===== src/rtl/vending_pkg.sv =====
// vending_pkg: state encoding and default timing/stock constants shared by the vending FSM and dispenser.
package vending_pkg;
  typedef enum logic [1:0] {
    IDLE = 2'd0,
    VEND = 2'd1,
    COIN = 2'd2,
    DONE = 2'd3
  } state_e;
  localparam int PULSE_CYCLES_DEF = 4;
  localparam int INV_INIT_DEF = 10;
endpackage


===== src/rtl/rise_detect.sv =====
// rise_detect: registered previous value and combinational rising-edge output.
module rise_detect (
  input  logic clk,
  input  logic rst_n,
  input  logic d,
  output logic rise
);
  logic prev_q;
  always_ff @(posedge clk or negedge rst_n)
    if (!rst_n) prev_q <= 1'b0;
    else prev_q <= d;
  assign rise = d & ~prev_q;
endmodule


===== src/rtl/candy_dispenser.sv =====
// candy_dispenser: turns vend/coin-return request rises into timed solenoid pulses and tracks stock.
module candy_dispenser
  import vending_pkg::*;
#(
  parameter int PULSE_CYCLES = PULSE_CYCLES_DEF,
  parameter int INV_WIDTH = 4,
  parameter int INV_INIT = INV_INIT_DEF
) (
  input  logic                 clk,
  input  logic                 rst_n,
  input  logic                 candy,
  input  logic                 money_ret,
  input  logic                 refill,
  output logic                 vend_motor,
  output logic                 coin_gate,
  output logic                 busy,
  output logic                 done,
  output logic                 empty,
  output logic                 fault,
  output logic [INV_WIDTH-1:0] stock
);
  localparam int CW = $clog2(PULSE_CYCLES + 1);
  localparam logic [CW-1:0] CNT_LOAD = CW'(PULSE_CYCLES - 1);
  localparam logic [INV_WIDTH-1:0] STOCK_INIT = INV_WIDTH'(INV_INIT);
  state_e state_q, state_d;
  logic [CW-1:0] cnt_q, cnt_d;
  logic [INV_WIDTH-1:0] stock_q, stock_d;
  logic pend_coin_q, pend_coin_d, fault_q, fault_d;
  logic vend_motor_q, vend_motor_d, coin_gate_q, coin_gate_d, done_q, done_d;
  logic candy_rise, coin_rise, last, dry;
  rise_detect u_candy (.clk(clk), .rst_n(rst_n), .d(candy), .rise(candy_rise));
  rise_detect u_coin (.clk(clk), .rst_n(rst_n), .d(money_ret), .rise(coin_rise));
  assign last = cnt_q == '0;
  assign dry = stock_q == '0;
  always_comb begin
    state_d = state_q;
    pend_coin_d = pend_coin_q;
    fault_d = fault_q;
    stock_d = stock_q;
    case (state_q)
      IDLE: if (candy_rise | coin_rise) begin
        // a vend request against an empty bin becomes a refund
        pend_coin_d = coin_rise | (candy_rise & dry);
        fault_d = fault_q | (candy_rise & dry);
        state_d = (candy_rise & ~dry) ? VEND : COIN;
      end
      VEND: if (last) begin
        stock_d = stock_q - 1'b1;
        state_d = pend_coin_q ? COIN : DONE;
      end
      COIN: state_d = last ? DONE : COIN;
      DONE: state_d = IDLE;
      default: state_d = IDLE;
    endcase
    if (refill) begin
      stock_d = STOCK_INIT;
      fault_d = 1'b0;
    end
    cnt_d = (state_d != state_q) ? CNT_LOAD : last ? cnt_q : cnt_q - 1'b1;
    vend_motor_d = state_d == VEND;
    coin_gate_d = state_d == COIN;
    done_d = state_d == DONE;
  end
  always_ff @(posedge clk or negedge rst_n)
    if (!rst_n) begin
      state_q <= IDLE;
      cnt_q <= '0;
      stock_q <= STOCK_INIT;
      pend_coin_q <= 1'b0;
      fault_q <= 1'b0;
      vend_motor_q <= 1'b0;
      coin_gate_q <= 1'b0;
      done_q <= 1'b0;
    end else begin
      state_q <= state_d;
      cnt_q <= cnt_d;
      stock_q <= stock_d;
      pend_coin_q <= pend_coin_d;
      fault_q <= fault_d;
      vend_motor_q <= vend_motor_d;
      coin_gate_q <= coin_gate_d;
      done_q <= done_d;
    end
  assign vend_motor = vend_motor_q;
  assign coin_gate = coin_gate_q;
  assign done = done_q;
  assign fault = fault_q;
  assign stock = stock_q;
  assign empty = dry;
  assign busy = state_q != IDLE;
endmodule


===== config.mk =====
export PLATFORM = sky130hd
export DESIGN_NAME = candy_dispenser
export DESIGN_NICKNAME = d
export VERILOG_FILES = /design/src/rtl/vending_pkg.sv /design/src/rtl/rise_detect.sv /design/src/rtl/candy_dispenser.sv
export SDC_FILE = /design/constraint.sdc
export NUM_CORES = 1
export LEC_CHECK = 0
export BUFFER_PORTS_ARGS = -buffer_cell sky130_fd_sc_hd__buf_2
export CAP_MARGIN = 20
export CORE_MARGIN = 2
export CORE_UTILIZATION = 48
export CTS_CLUSTER_DIAMETER = 150
export DETAILED_ROUTE_END_ITERATION = 6
export PLACE_DENSITY = 0.7
export SLEW_MARGIN = 20
export SYNTH_ARGS = -nofsm -noshare
export SYNTH_HDL_FRONTEND = slang
export SYNTH_HIERARCHICAL = 1
export SYNTH_SLANG_ARGS = --single-unit

===== constraint.sdc =====
create_clock -name clk -period 5 [get_ports clk]
set_clock_uncertainty 0.1 [all_clocks]
set_input_delay 0.5 -clock clk [delete_from_list [all_inputs] [get_ports clk]]
set_output_delay 0.5 -clock clk [all_outputs]
set_load 0.1 [all_outputs]

==> impl_results.md <==
- Num CTS Buffers: 3
- Cell Pwr Density: around 570 mW/mm^2
- Vias: about 630
- Element type at the critical path end: primary output
- Initial Util: roughly half
- Synth Area in Simple Gates: 21.9%
- Power Internal: just under 0.3 mW
- Critical path peak fanout: 4
- Min Tclk post-route: roughly 2.5 ns
- Share of flip-flops with an asynchronous set or reset: 100%
- Hold buffers post-CTS: 0
- Setup bufs post-CTS: 0
- Die H: about 47 um
- Worst-path clk slew: around 0.09 ns
- CP Data Required Time: approximately 4.4 ns
- Syn avg cell area: 11.0 um^2
- Sinks on the clock net: 16
- # setup viols final: 0
- Reg power frac: between 30% and 40%
- I/O Pins: 15
- Design Power: ~0.57 mW
- Leak: 0.464 nW
- Port Buffers: 14
- Post-synth EDFFs: 0
- Crit path kind: flop to primary output
- Max-cap viol count: 0
- Hold Vio Cnt, Final: 0
- Mapped Nets: slightly below 90
- Complex-gate fraction of the synthesized area: 17.0%
- CTS tree: built
- Area grow syn2layout: 13.5%
- FMAX: just over 400 MHz
- Fin crit share: roughly half
- Clock network power share: 15.1%
- Post-DP HPWL: 1180 um
- Max clock buf depth: 2
- CTS Root Cell: clkbuf_4
- # rows: 15
- First drt pass iteration count: 3
- Status: finished clean
- Count of cell types in the netlist: 40
- CP arrival: approximately 1.9 ns
- Wirelength, routed: approximately 1600 um
- Via density: between 5 and 6
- Number of routed nets with antenna violations: 0
- Net Sw Power: around 0.27 mW
- Share of layout cells above drive strength 1: approximately 31%
- Main flop type after synthesis: dfrtp_1
- Comb pwr share: about half
- Worst Max-Slew Pin Slew: 0.485 ns
- Post-cts resize count: 0
- Die area: 0.00219 mm^2
- Largest net degree at the start of global routing: 17
- Chip Width: 46.8 um
- Most frequent cells in the layout: dfrtp_1, buf_2, inv_1
- Diode count: 0
- Nets@finish: about 110
- #FFs+latches synth: 16
- Synth warn: 6
- Core area: between 0.0015 and 0.002 mm^2
- TNS Setup: 0 ns
- First-pass GRT wire length: roughly 2600 um
- Seq/Total Area, Yosys: 45.7%
- Hold Path Class: input port to asynchronous set/reset pin
- DRT iter0 DRCs: 4
- Max-slew headroom: a little under 70%
- GRT overflow: 0
- Maximum vdd drop: between 0.0003 and 0.0004 V
- Post-Synth Adder-Cell Area: roughly 5.7%
- Initial antenna violation count: 0
- Setup crit start kind: flop
- Total GRT Usage: ~18%
- Residual DRC: 0
- Cells after synthesis: 80
- Sw Ratio: about half
- H-tree depth: 1
- Max-slew violations: 0
- Routability Congestion: 0.825
- Final Core Density: approximately 58%
- RSZ-0062 raised after global routing: false
- Vias in the first global route: around 580
- Cell Area, Synth: 881 um^2
- Share of the synthesized netlist area taken by xor and xnor gates: 0.994%
- Mux cell area share after synthesis: under 10%
- Routed WL per cell: ~13 um
- Largest family of logic cells by synthesized area: simple AND/OR/NAND/NOR gates
- Skew-Pair Late Insertion Delay: 0.29 ns
-- kinds of logic (layout without fill, tap and decap cells) --
kind of cell    Yosys count  after routing
flops                    16             16
simple gates             25             25
xor+xnor                  1              1
fa+ha+maj                 4              4
mux                       2              2
buf+inv                  12             28
compound gates           20             20
-- registers in the layout, summed over array words and instances, names as in the netlist --
| register | cells |
|---|---|
| u_candy/prev_q | 1 |
| u_coin/prev_q | 1 |
| fault | 1 |
| vend_motor | 1 |
| done | 1 |
| cnt_q | 3 |
| pend_coin_q | 1 |
| state_q | 2 |
| coin_gate | 1 |
| stock | 4 |
-- Yosys cell counts (2+ instances only) --
cell type	count	area share, %
nor2_1	5	2.1
dfstp_2	2	6.0
mux2i_1	2	2.3
a211oi_1	3	2.6
nor2b_1	2	1.4
and3_1	2	1.4
inv_1	9	3.8
nor2b_4	2	3.1
ha_1	4	5.7
a21oi_1	3	1.7
nor4_1	2	1.4
o21ai_0	3	1.7
dfrtp_1	14	40
-- metrics by stage --
step | setup slack, ns | instance area (um^2) | instances | hold WS (ns)
final | 2.53 | 1000 | 121 | 0.00557
after global routing | 2.43 | 1000 | 121 | 0.0196
after CTS | 2.52 | 1000 | 121 | 0.0167
after detailed placement | 2.85 | 963 | 117 | 0.331
after global placement | 2.88 | 963 | 117 | 0.332
after floorplan | 2.49 | 881 | 80 | 0.104
-- worst max-delay path: stages, from the launching register on --
cell and delay (ns):
dfrtp_1 0.40, inv_1 0.12, ha_1 0.15, or3b_1 0.41
inv_2 0.09, buf_2 0.42
-- power by group through the flow --
| stage | Clock, mW | Sequential [mW] | Combinational (mW) |
|---|---|---|---|
| finish | 0.0862 | 0.209 | 0.276 |
| global route | 0.0930 | 0.216 | 0.299 |
| CTS | 0.0880 | 0.208 | 0.278 |
| detailed placement | 0 | 0.210 | 0.277 |
| global placement | 0 | 0.210 | 0.274 |
| floorplan | 0 | 0.256 | 0.196 |
-- final timing paths --
path,start,cells after the start,slack (ns),end
max in group asynchronous,rst_n,1,4.49,stock[1]
min in group clk,candy,1,0.23,u_candy/prev_q
min,rst_n,1,0.006,vend_motor
max reg2reg,cnt_q[0],5,3.16,cnt_q[0]
min reg2reg,fault,2,0.41,fault
max,stock[0],5,2.53,empty
-- area by class of cell --
class	instances	area, um^2
fill	164	727
multi-input combinational	52	422
sequential	16	403
timing repair buffer	14	70.1
inverter	10	37.5
clock buffer	4	36.3
tap	25	31.3
-- routing by layer --
layer  GRT usage, %  wire length [um]  share of wire (%)
met5              0                 0                  0
met3           8.08                75                4.7
met1           24.6               751                 47
met2           26.3               746                 47
met4           5.00                19                1.2
Note: power is estimated with default switching activity, not from simulation.
